**src/rtl/wire_select_sequencer_pkg.sv**
```systemverilog
// Shared definitions for the wire select sequencer.
//   wire_seq_state_t : sequencer operating states (LOAD, DRAIN, READY, RUN)
//   SELECTS_PER_STEP : number of select fields per program step (a, b, c)
//   step_width()     : packed width of one program step for a given select width
package wire_select_sequencer_pkg;

    typedef enum logic [1:0] {
        LOAD  = 2'd0,
        DRAIN = 2'd1,
        READY = 2'd2,
        RUN   = 2'd3
    } wire_seq_state_t;

    localparam int unsigned SELECTS_PER_STEP = 3;

    function automatic int unsigned step_width(input int unsigned choice_width);
        return SELECTS_PER_STEP * choice_width;
    endfunction

endpackage

```
**src/rtl/wire_select_program_ram.sv**
```systemverilog
// Program buffer for the wire select sequencer: simple dual-port memory with a
// synchronous write port and a registered read port. Contents are not reset.
// Ports:
//   clk    in  clock
//   we     in  write enable
//   waddr  in  write address
//   wdata  in  write data (one packed select triple)
//   re     in  read enable; rdata updates only when high
//   raddr  in  read address
//   rdata  out registered read data
module wire_select_program_ram #(
    parameter int unsigned DEPTH      = 16,
    parameter int unsigned WIDTH      = 6,
    parameter int unsigned ADDR_WIDTH = $clog2(DEPTH)
) (
    input  logic                  clk,
    input  logic                  we,
    input  logic [ADDR_WIDTH-1:0] waddr,
    input  logic [WIDTH-1:0]      wdata,
    input  logic                  re,
    input  logic [ADDR_WIDTH-1:0] raddr,
    output logic [WIDTH-1:0]      rdata
);

    logic [WIDTH-1:0] mem [DEPTH];

    always_ff @(posedge clk) begin
        if (we) begin
            mem[waddr] <= wdata;
        end
    end

    always_ff @(posedge clk) begin
        if (re) begin
            rdata <= mem[raddr];
        end
    end

endmodule

```
**src/rtl/wire_select_sequencer.sv**
```systemverilog
// Wire select sequencer: loads a gate program (one {a,b,c} select triple per
// step) from an AXI-Stream slave, then replays it one step per cycle on start.
// The program is retained after a run and can be replayed without reloading.
// Optional feature macro: WIRE_SELECT_CHECK_EN -- when defined, beats with an
// out-of-range select or with two equal selects are accepted but not stored,
// and set the sticky error flag.
// Ports:
//   clk, resetn        clock, synchronous active-low reset
//   s_axis_tdata       packed {a_sel, b_sel, c_sel}, a_sel in the MSBs
//   s_axis_tvalid/tready/tlast  program load stream
//   reload             pulse: discard program and return to loading
//   start              pulse: replay stored program
//   busy, step_valid   high while steps are emitted
//   step_last          marks the final step of a run
//   a/b/c_select       current step's selects (held when step_valid is low)
//   program_length     number of stored steps
//   error              sticky error, cleared by reset or reload
module wire_select_sequencer
    import wire_select_sequencer_pkg::*;
#(
    parameter int unsigned NUMBER_OF_INPUT_WIRES = 4,
    parameter int unsigned CHOICE_WIDTH          = $clog2(NUMBER_OF_INPUT_WIRES),
    parameter int unsigned PROGRAM_DEPTH         = 16,
    parameter int unsigned ADDR_WIDTH            = $clog2(PROGRAM_DEPTH)
) (
    input  logic                                   clk,
    input  logic                                   resetn,
    input  logic [SELECTS_PER_STEP*CHOICE_WIDTH-1:0] s_axis_tdata,
    input  logic                                   s_axis_tvalid,
    output logic                                   s_axis_tready,
    input  logic                                   s_axis_tlast,
    input  logic                                   reload,
    input  logic                                   start,
    output logic                                   busy,
    output logic                                   step_valid,
    output logic                                   step_last,
    output logic [CHOICE_WIDTH-1:0]                a_select,
    output logic [CHOICE_WIDTH-1:0]                b_select,
    output logic [CHOICE_WIDTH-1:0]                c_select,
    output logic [ADDR_WIDTH:0]                    program_length,
    output logic                                   error
);

    localparam int unsigned STEP_WIDTH = step_width(CHOICE_WIDTH);
    localparam int unsigned LEN_WIDTH  = ADDR_WIDTH + 1;

    localparam logic [1:0] ST_LOAD  = 2'(LOAD);
    localparam logic [1:0] ST_DRAIN = 2'(DRAIN);
    localparam logic [1:0] ST_READY = 2'(READY);
    localparam logic [1:0] ST_RUN   = 2'(RUN);

    localparam logic [LEN_WIDTH-1:0] FULL_COUNT = LEN_WIDTH'(PROGRAM_DEPTH);
    localparam logic [LEN_WIDTH-1:0] LAST_SLOT  = LEN_WIDTH'(PROGRAM_DEPTH - 1);
    localparam logic [LEN_WIDTH-1:0] ONE        = LEN_WIDTH'(1);

    logic [1:0]            state_q, state_d;
    logic [LEN_WIDTH-1:0]  wr_ptr_q, wr_ptr_d;
    logic [LEN_WIDTH-1:0]  rd_ptr_q, rd_ptr_d;
    logic [LEN_WIDTH-1:0]  length_q, length_d;
    logic                  error_q, error_d;
    logic                  step_last_q, step_last_d;
    logic                  tready_q, tready_d;
    logic [STEP_WIDTH-1:0] hold_q;

    logic                  beat;
    logic                  beat_ok;
    logic                  ram_we;
    logic                  ram_re;
    logic [ADDR_WIDTH-1:0] ram_raddr;
    logic [STEP_WIDTH-1:0] ram_rdata;
    logic [STEP_WIDTH-1:0] sel_word;

    assign beat = s_axis_tvalid & tready_q;

`ifdef WIRE_SELECT_CHECK_EN
    logic [CHOICE_WIDTH-1:0] in_a, in_b, in_c;

    assign in_a = s_axis_tdata[3*CHOICE_WIDTH-1:2*CHOICE_WIDTH];
    assign in_b = s_axis_tdata[2*CHOICE_WIDTH-1:CHOICE_WIDTH];
    assign in_c = s_axis_tdata[CHOICE_WIDTH-1:0];

    assign beat_ok = (32'(in_a) < NUMBER_OF_INPUT_WIRES) &&
                     (32'(in_b) < NUMBER_OF_INPUT_WIRES) &&
                     (32'(in_c) < NUMBER_OF_INPUT_WIRES) &&
                     (in_a != in_b) && (in_b != in_c) && (in_a != in_c);
`else
    assign beat_ok = 1'b1;
`endif

    always_comb begin
        state_d     = state_q;
        wr_ptr_d    = wr_ptr_q;
        rd_ptr_d    = rd_ptr_q;
        length_d    = length_q;
        error_d     = error_q;
        step_last_d = step_last_q;
        ram_we      = 1'b0;
        ram_re      = 1'b0;
        ram_raddr   = rd_ptr_q[ADDR_WIDTH-1:0];

        unique case (state_q)
            ST_LOAD: begin
                if (reload) begin
                    wr_ptr_d = '0;
                    length_d = '0;
                    error_d  = 1'b0;
                end else if (beat) begin
                    if (beat_ok) begin
                        ram_we   = 1'b1;
                        wr_ptr_d = wr_ptr_q + ONE;
                    end else begin
                        error_d = 1'b1;
                    end
                    if (s_axis_tlast) begin
                        // Rejected beats are not counted; an empty program keeps loading.
                        length_d = wr_ptr_d;
                        if (wr_ptr_d != '0) begin
                            state_d = ST_READY;
                        end
                    end else if (beat_ok && (wr_ptr_q == LAST_SLOT)) begin
                        error_d  = 1'b1;
                        length_d = FULL_COUNT;
                        state_d  = ST_DRAIN;
                    end
                end
            end
            ST_DRAIN: begin
                if (reload) begin
                    state_d  = ST_LOAD;
                    wr_ptr_d = '0;
                    length_d = '0;
                    error_d  = 1'b0;
                end else if (beat && s_axis_tlast) begin
                    state_d = ST_READY;
                end
            end
            ST_READY: begin
                if (reload) begin
                    state_d  = ST_LOAD;
                    wr_ptr_d = '0;
                    length_d = '0;
                    error_d  = 1'b0;
                end else if (start) begin
                    // Issue the read of step 0 now so it appears the next cycle.
                    state_d     = ST_RUN;
                    ram_re      = 1'b1;
                    ram_raddr   = '0;
                    rd_ptr_d    = ONE;
                    step_last_d = (length_q == ONE);
                end
            end
            ST_RUN: begin
                if (step_last_q) begin
                    state_d     = ST_READY;
                    step_last_d = 1'b0;
                end else begin
                    // rd_ptr_q is the index of the step that appears next cycle.
                    ram_re      = 1'b1;
                    ram_raddr   = rd_ptr_q[ADDR_WIDTH-1:0];
                    rd_ptr_d    = rd_ptr_q + ONE;
                    step_last_d = ((rd_ptr_q + ONE) == length_q);
                end
            end
            default: begin
                state_d = ST_LOAD;
            end
        endcase

        tready_d = (state_d == ST_LOAD) || (state_d == ST_DRAIN);
    end

    always_ff @(posedge clk) begin
        if (!resetn) begin
            state_q     <= ST_LOAD;
            wr_ptr_q    <= '0;
            rd_ptr_q    <= '0;
            length_q    <= '0;
            error_q     <= 1'b0;
            step_last_q <= 1'b0;
            tready_q    <= 1'b0;
            hold_q      <= '0;
        end else begin
            state_q     <= state_d;
            wr_ptr_q    <= wr_ptr_d;
            rd_ptr_q    <= rd_ptr_d;
            length_q    <= length_d;
            error_q     <= error_d;
            step_last_q <= step_last_d;
            tready_q    <= tready_d;
            if (step_valid) begin
                hold_q <= ram_rdata;
            end
        end
    end

    wire_select_program_ram #(
        .DEPTH      (PROGRAM_DEPTH),
        .WIDTH      (STEP_WIDTH),
        .ADDR_WIDTH (ADDR_WIDTH)
    ) u_program_ram (
        .clk   (clk),
        .we    (ram_we),
        .waddr (wr_ptr_q[ADDR_WIDTH-1:0]),
        .wdata (s_axis_tdata),
        .re    (ram_re),
        .raddr (ram_raddr),
        .rdata (ram_rdata)
    );

    // The read register is not reset, so outside a run the selects come from hold_q.
    assign sel_word = step_valid ? ram_rdata : hold_q;

    assign s_axis_tready  = tready_q;
    assign busy           = (state_q == ST_RUN);
    assign step_valid     = (state_q == ST_RUN);
    assign step_last      = step_last_q;
    assign a_select       = sel_word[3*CHOICE_WIDTH-1:2*CHOICE_WIDTH];
    assign b_select       = sel_word[2*CHOICE_WIDTH-1:CHOICE_WIDTH];
    assign c_select       = sel_word[CHOICE_WIDTH-1:0];
    assign program_length = length_q;
    assign error          = error_q;

endmodule

```
**config.mk**
```make
export PLATFORM = sky130hd
export DESIGN_NAME = wire_select_sequencer
export DESIGN_NICKNAME = d
export VERILOG_FILES = /design/src/rtl/wire_select_sequencer_pkg.sv /design/src/rtl/wire_select_program_ram.sv /design/src/rtl/wire_select_sequencer.sv
export SDC_FILE = /design/constraint.sdc
export NUM_CORES = 1
export LEC_CHECK = 0
export CORE_UTILIZATION = 60
export CTS_CLUSTER_DIAMETER = 120
export DETAILED_ROUTE_END_ITERATION = 8
export GPL_TIMING_DRIVEN = 0
export PLACE_DENSITY_LB_ADDON = 0.05
export SETUP_SLACK_MARGIN = 0.4
export SYNTH_ARGS = -nofsm -noshare
export SYNTH_HDL_FRONTEND = slang
export SYNTH_HIERARCHICAL = 1
export SYNTH_SLANG_ARGS = --single-unit
```
**constraint.sdc**
```tcl
create_clock -name clk -period 4.72 [get_ports clk]
set_input_delay 0.944 -clock clk [delete_from_list [all_inputs] [get_ports clk]]
set_output_delay 0.944 -clock clk [all_outputs]
set_load 0.005 [all_outputs]
```
==> results of run 1 <==
-- tightest hold or removal path, stage by stage, from the launching register on --
cell      delay, ps
dfxtp_1         310
o311ai_1         60
o41ai_1          60
-- area by class of cell --
class	instances	area, µm²	area share
flip-flops and latches	128	3580	0.552
clock buffers	18	428	0.0659
inverters	7	26.3	0.00404
repair buffers	26	260	0.0401
well taps	108	135	0.0208
clock inverters	14	143	0.0220
multi-input cells	216	1820	0.280
plain buffers	14	103	0.0158
-- cells by family after synthesis --
group | after synthesis | synth area share
compound gates | 72 | 0.0846
fa+ha+maj | 8 | 0.0181
xor+xnor | 7 | 0.0111
mux | 30 | 0.118
simple gates | 99 | 0.0968
buf+inv | 21 | 0.0233
flops | 128 | 0.648
-- routing by layer --
| layer | vias up | GRT usage |
|---|---|---|
| met5 | - | 0 |
| met4 | 0 | 0.0967 |
| met3 | 12 | 0.0608 |
| met2 | 158 | 0.379 |
| met1 | 1695 | 0.360 |
| li1 | 1555 | - |
-- where the power goes --
part	total, mW	internal, mW	switching, mW
clock network	1.24	0.728	0.511
registers	1.23	1.22	0.00792
logic	0.0800	0.0315	0.0484
-- registers in the layout, summed over array words and instances (netlist names), named ones only --
name / flops
u_program_ram/mem: 96
rd_ptr_q: 5
hold_q: 6
s_axis_tready: 1
step_last: 1
wr_ptr_q: 5
program_length: 5
error: 1
u_program_ram/rdata: 6
-- through the flow --
step                      setup WS (ps)  std cells  total power, mW
after global placement              977        499             1.33
after CTS                          1020        531             2.57
after global routing                906        531             2.62
final                              1040        531             2.55
after detailed placement            945        499             1.33
after floorplan                    2040        365             1.29
-- path summary, 6_finish.rpt --
check / startpoint / cells after the start / end
max: flop / 4 / b_select[1]
max reg2reg: flop / 6 / u_program_ram/mem[0][0]
min reg2reg: error / 2 / error
min: error / 2 / error
-- placed cells by master, fill, tap and decap left out, drive strengths merged, types with 5 or more instances in the layout --
cell type	Yosys	layout
a21oi	16	16
nor3	5	5
dfxtp	26	26
ha	8	8
mux4	24	24
and2	11	11
clkbuf	5	23
a22oi	13	13
nor2	23	23
nand2b	5	5
nand3	8	8
xnor2	5	5
inv	7	15
buf	9	9
clkdlybuf4s50	0	26
nand2	17	17
o21ai	19	19
or4	5	5
edfxtp	102	102
mux2	6	6
==> results_tabular.tex, run 1 <==
\begin{tabular}{lr}
\hline
Metric & Value \\
\hline
\multicolumn{2}{l}{\textbf{Outcome}} \\
\quad Status & complete, but fails checks \\
\quad Failing checks & design-rule violations \\
\multicolumn{2}{l}{\textbf{Cells and area}} \\
\quad Diodes inserted & 0 \\
\quad Fraction of final layout cells sized beyond drive strength 1 & 0.147 \\
\quad Relative area change from synthesis to final layout & 17.5\% \\
\quad Fill cell total of the finished layout & 568 \\
\quad Nets & 430 \\
\quad Fin util & 0.738 \\
\quad Post-Layout Inst Area & 6500 µm² \\
\multicolumn{2}{l}{\textbf{Worst setup path}} \\
\quad Kind of critical path & flop to output pin \\
\quad Slowest cell on the critical path & clkbuf\_1 \\
\quad Nature of the critical path endpoint & output pin \\
\quad Worst endpoint required time & 3780 ps \\
\quad Crit path largest cell delay & 530 ps \\
\quad Count of buffering cells on the critical path with inverters included & 2 \\
\quad Worst path cell trace & ha\_1 -> clkbuf\_1 -> mux2\_2 -> clkdlybuf4s50\_1 \\
\quad Worst path top cell family by delay & buffers and inverters \\
\quad Internal reg-to-reg setup slack & 1710 ps \\
\quad Startpoint Class & flop \\
\quad Critical Path Fanout Max & 10 \\
\quad Worst Path Arrival & 2740 ps \\
\multicolumn{2}{l}{\textbf{Routing}} \\
\quad Post-DR vias/cell & 6.44 \\
\quad Met1 routed wirelength after detailed routing & 4750 µm \\
\quad Average detailed-routed wire length per instance & 21.1 µm \\
\quad Detailed-route via count & 3420 \\
\quad Wire length after detailed routing & 11200 µm \\
\quad Routed wire length on met3 & 958 µm \\
\quad Max Used Layer & met4 \\
\quad Remaining antenna violation count after routing & 0 \\
\quad Violation count after the first detailed-routing iteration & 229 \\
\quad Detailed route wirelength on metal2 & 5420 µm \\
\quad DRC violations left & 2 \\
\quad Count of TritonRoute iterations in the first routing pass & 6 \\
\multicolumn{2}{l}{\textbf{Synthesis}} \\
\quad Most frequent cell after synthesis & edfxtp\_1 \\
\quad EDFF count, synth & 102 \\
\quad Avg Cell Area, Syn & 15.2 µm² \\
\quad Number of warning messages in the yosys log & 6 \\
\quad Yosys top cell area share & 0.554 \\
\quad Number of synthesized register bits & 128 \\
\quad Post-Synthesis Net Count & 385 \\
\quad Gate count of the mapped netlist & 365 \\
\quad Sequential cell area fraction in the yosys report & 0.648 \\
\quad Synthesized area & 5530 µm² \\
\quad Most used flip-flop cell after synthesis & edfxtp\_1 \\
\quad Top cell type by total area after synthesis & edfxtp\_1 \\
\quad Async set-or-reset flop fraction in the synthesized netlist & 0 \\
\quad Most frequent cells after synthesis & edfxtp\_1 (102), dfxtp\_1 (26), nor2\_1 (23) \\
\quad Cell types with the largest area share after synthesis & edfxtp\_1 (55\%), dfxtp\_1 (9.4\%), mux4\_1 (5.7\%) \\
\quad Post-synth cell types & 55 \\
\multicolumn{2}{l}{\textbf{CTS}} \\
\quad H-tree Lvls & 4 \\
\quad Cell at the root of the clock tree & clkbuf\_8 \\
\quad Largest buffer count on any clock path & 2 \\
\quad TritonCTS clock tree & built \\
\quad Number of cells upsized or downsized after cts & 0 \\
\quad Clock buffers created by TritonCTS & 17 \\
\quad Clock-pin slew on the worst setup and hold paths & 60 ps \\
\quad Number of buffers inserted to repair setup after CTS & 0 \\
\quad Hold bufs inserted after CTS & 0 \\
\quad Insertion delay of the later-clocked pin in the worst-skew pair & 520 ps \\
\quad Clock Sink Count & 128 \\
\multicolumn{2}{l}{\textbf{Floorplan}} \\
\quad Die Wd & 98.0 µm \\
\quad Floorplan Core Area & 8810 µm² \\
\quad I/O pin total & 28 \\
\quad Starting density of the core & 0.628 \\
\quad Floorplan die area & 9600 µm² \\
\quad Cell Rows & 34 \\
\quad Die boundary height & 98.0 µm \\
\multicolumn{2}{l}{\textbf{Pwr}} \\
\quad Worst voltage drop across the vdd grid & 0.326 mV \\
\quad Leakage power figure & 2.16 nW \\
\quad Pwr per Cell Area & 393 nW/µm² \\
\multicolumn{2}{l}{\textbf{Global route}} \\
\quad Largest net degree at the start of global routing & 17 \\
\quad Via count of the first global-routing pass & 3251 \\
\quad Antenna violations before repair & 0 \\
\quad Global-route wire length before repair & 17500 µm \\
\quad Total congestion overflow after global routing & 0 \\
\quad GR Util All Layers & 0.252 \\
\multicolumn{2}{l}{\textbf{Timing}} \\
\quad Max-Slew Margin vs Limit & 0.312 \\
\quad Maximum frequency from static timing analysis & 272 MHz \\
\quad Summed negative setup slack over all endpoints & 0 ps \\
\quad Final setup skew & 8.17 ps \\
\quad Setup repair after global routing missed its margin & false \\
\quad Worst-Margin Slew & 1020 ps \\
\quad Portion of the clock cycle consumed by the worst path in the final layout & 0.780 \\
\quad Number of max-slew violations in the final report & 0 \\
\quad Final hold viol count & 0 \\
\quad Post-layout minimum cycle time & 3680 ps \\
\quad Final setup violation count & 0 \\
\quad Tightest hold margin & 475 ps \\
\multicolumn{2}{l}{\textbf{Placement}} \\
\quad Port-buffer cells & 26 \\
\quad Half-perimeter wire length after detailed placement & 7550 µm \\
\quad Final weighted congestion in routability-driven placement & 0.787 \\
\quad Dpl cell area & 5930 µm² \\
\multicolumn{2}{l}{\textbf{Run}} \\
\quad Max\_cap viols & 0 \\
\multicolumn{2}{l}{\textbf{Hold path}} \\
\quad Class of the tightest hold or removal check & flop to flop \\
\hline
\end{tabular}
(Power assumes the default switching activity.)
==> run 2, diff against run 1 <==
clock period = 3.5 ns   (was 4.72 ns; I/O delays follow)
==> results_tabular.tex, run 2 (synthesis results as in run 1) <==
\begin{tabular}{lr}
\hline
Metric & Value \\
\hline
\multicolumn{2}{l}{\textbf{Worst setup path}} \\
\quad Internal reg-to-reg setup slack & 600 ps \\
\quad Critical Path Fanout Max & 10 \\
\quad Capturing instance or port of the critical path & b\_select[1] \\
\quad Number of cells on the worst reg-to-reg path & 9 \\
\quad Worst endpoint required time & 2800 ps \\
\quad Worst Path Arrival & 2300 ps \\
\quad Nature of the critical path endpoint & output pin \\
\quad Startpoint Class & flop \\
\quad Critical R2R Capture & u\_program\_ram/rdata[2] \\
\quad Kind of critical path & flop to output pin \\
\multicolumn{2}{l}{\textbf{Outcome}} \\
\quad Status & complete, but fails checks \\
\quad Failing checks & design-rule violations \\
\multicolumn{2}{l}{\textbf{CTS}} \\
\quad Number of buffers inserted to repair setup after CTS & 0 \\
\quad Cell at the root of the clock tree & clkbuf\_8 \\
\quad Clock-pin slew on the worst setup and hold paths & 60 ps \\
\quad Largest buffer count on any clock path & 2 \\
\quad Clock Sink Count & 128 \\
\quad TritonCTS clock tree & built \\
\quad H-tree Lvls & 4 \\
\quad Clock buffers created by TritonCTS & 17 \\
\quad Insertion delay of the later-clocked pin in the worst-skew pair & 510 ps \\
\quad Hold bufs inserted after CTS & 0 \\
\multicolumn{2}{l}{\textbf{Cells and area}} \\
\quad Leading cell types in the layout, fill and taps excluded & edfxtp\_1 (102), dfxtp\_1 (26), clkdlybuf4s50\_1 (26) \\
\quad Largest register by flop count & u\_program\_ram/mem \\
\quad Diodes inserted & 0 \\
\quad Relative area change from synthesis to final layout & 17.9\% \\
\quad Top Registers & u\_program\_ram/mem x96, hold\_q x6, u\_program\_ram/rdata x6 \\
\quad Commonest non-fill, non-tap cell in the layout & edfxtp\_1 \\
\quad Fraction of final layout cells sized beyond drive strength 1 & 0.154 \\
\quad Final Non-Filler Cells & 531 \\
\quad Largest register FFs & 96 \\
\quad Nets & 430 \\
\quad Total area of sequential cells & 3580 µm² \\
\quad Fill cell total of the finished layout & 563 \\
\quad Multi-input gate area in the final layout & 1840 µm² \\
\multicolumn{2}{l}{\textbf{Timing}} \\
\quad Final hold viol count & 0 \\
\quad Max-Slew Margin vs Limit & 0.304 \\
\quad Post-layout minimum cycle time & 3000 ps \\
\quad Worst-Margin Slew & 1040 ps \\
\quad Number of max-slew violations in the final report & 0 \\
\quad Summed negative setup slack over all endpoints & 0 ps \\
\quad Setup repair after global routing missed its margin & false \\
\quad Portion of the clock cycle consumed by the worst path in the final layout & 0.858 \\
\quad Final setup violation count & 0 \\
\quad Maximum frequency from static timing analysis & 333 MHz \\
\quad Final setup skew & 8.48 ps \\
\multicolumn{2}{l}{\textbf{Global route}} \\
\quad Largest net degree at the start of global routing & 17 \\
\quad Via count of the first global-routing pass & 3251 \\
\quad GR Util All Layers & 0.252 \\
\quad Total congestion overflow after global routing & 0 \\
\quad Antenna violations before repair & 0 \\
\quad Global-route wire length before repair & 17500 µm \\
\multicolumn{2}{l}{\textbf{Floorplan}} \\
\quad Floorplan Core Area & 8810 µm² \\
\quad Starting density of the core & 0.628 \\
\quad Die boundary height & 98.0 µm \\
\quad Die Wd & 98.0 µm \\
\quad Cell Rows & 34 \\
\quad I/O pin total & 28 \\
\quad Floorplan die area & 9600 µm² \\
\multicolumn{2}{l}{\textbf{Placement}} \\
\quad Port-buffer cells & 26 \\
\quad Final weighted congestion in routability-driven placement & 0.787 \\
\quad Half-perimeter wire length after detailed placement & 7550 µm \\
\quad Cell count after placement & 499 \\
\multicolumn{2}{l}{\textbf{Routing}} \\
\quad DRC violations left & 2 \\
\quad Post-DR vias/cell & 6.39 \\
\quad Detailed-route via count & 3392 \\
\quad Wire length after detailed routing & 11200 µm \\
\quad Remaining antenna violation count after routing & 0 \\
\quad Violation count after the first detailed-routing iteration & 229 \\
\quad Average detailed-routed wire length per instance & 21.1 µm \\
\quad Count of TritonRoute iterations in the first routing pass & 7 \\
\multicolumn{2}{l}{\textbf{Pwr}} \\
\quad Worst voltage drop across the vdd grid & 0.411 mV \\
\quad Leakage power figure & 2.16 nW \\
\quad Pwr per Cell Area & 527 nW/µm² \\
\multicolumn{2}{l}{\textbf{Run}} \\
\quad Max\_cap viols & 0 \\
\multicolumn{2}{l}{\textbf{Hold path}} \\
\quad Class of the tightest hold or removal check & flop to flop \\
\hline
\end{tabular}
[run 2: cell counts in the layout (fill, tap and decap cells not counted)]
No cell type changed its count.
[run 2: cell type report]
cell class / instances / share of cell area
sequential: 128 / 0.550
clock buffer: 18 / 0.0657
clock inverter: 14 / 0.0219
multi-input combinational: 216 / 0.282
inverter: 7 / 0.00403
timing repair buffer: 26 / 0.0399
buffer: 14 / 0.0163
tap: 108 / 0.0207
[run 2: worst max-delay path, stage by stage, from the launching register on]
cell and delay [ps]:
dfxtp_1 480, ha_4 250, clkbuf_4 260, mux2_2 370, clkdlybuf4s50_1 440
[run 2: where the power goes]
| part | internal (mW) | total (mW) | switching (mW) |
|---|---|---|---|
| registers | 1.65 | 1.66 | 0.0111 |
| clock network | 0.982 | 1.67 | 0.685 |
| logic | 0.0427 | 0.108 | 0.0653 |
| total | 2.67 | 3.44 | 0.762 |
[run 2: timing repair]
action,CTS,global route
endpoints found under the setup margin,6,12
gates resized for setup,3,2
gates cloned,0,0
[run 2: metal layers]
layer	wire, µm	global-route usage
met3	800	0.0608
met2	5360	0.379
met5	0	0
met4	100	0.0967
met1	4920	0.360
[run 2: worst min path at each step]
stage	from	to	slack (ps)	cells after the start
floorplan	wr_ptr_q[4]	wr_ptr_q[4]	450	2
global placement	wr_ptr_q[4]	wr_ptr_q[4]	460	2
detailed placement	error	error	470	2
CTS	error	error	480	2
global route	wr_ptr_q[4]	wr_ptr_q[4]	540	2
finish	error	error	470	2
[run 2: stage by stage]
| step | power (mW) | util | area, µm² | worst slack, ps | hold slack, ps |
|---|---|---|---|---|---|
| finish | 3.44 | 0.740 | 6520 | 498 | 474 |
| detailed placement | 1.80 | 0.673 | 5930 | -30.7 | 467 |
| global placement | 1.79 | 0.673 | 5930 | 1.07 | 465 |
| floorplan | 1.74 | - | 5530 | 1070 | 450 |
| CTS | 3.46 | 0.738 | 6500 | 421 | 476 |
| global route | 3.53 | 0.740 | 6520 | 430 | 536 |
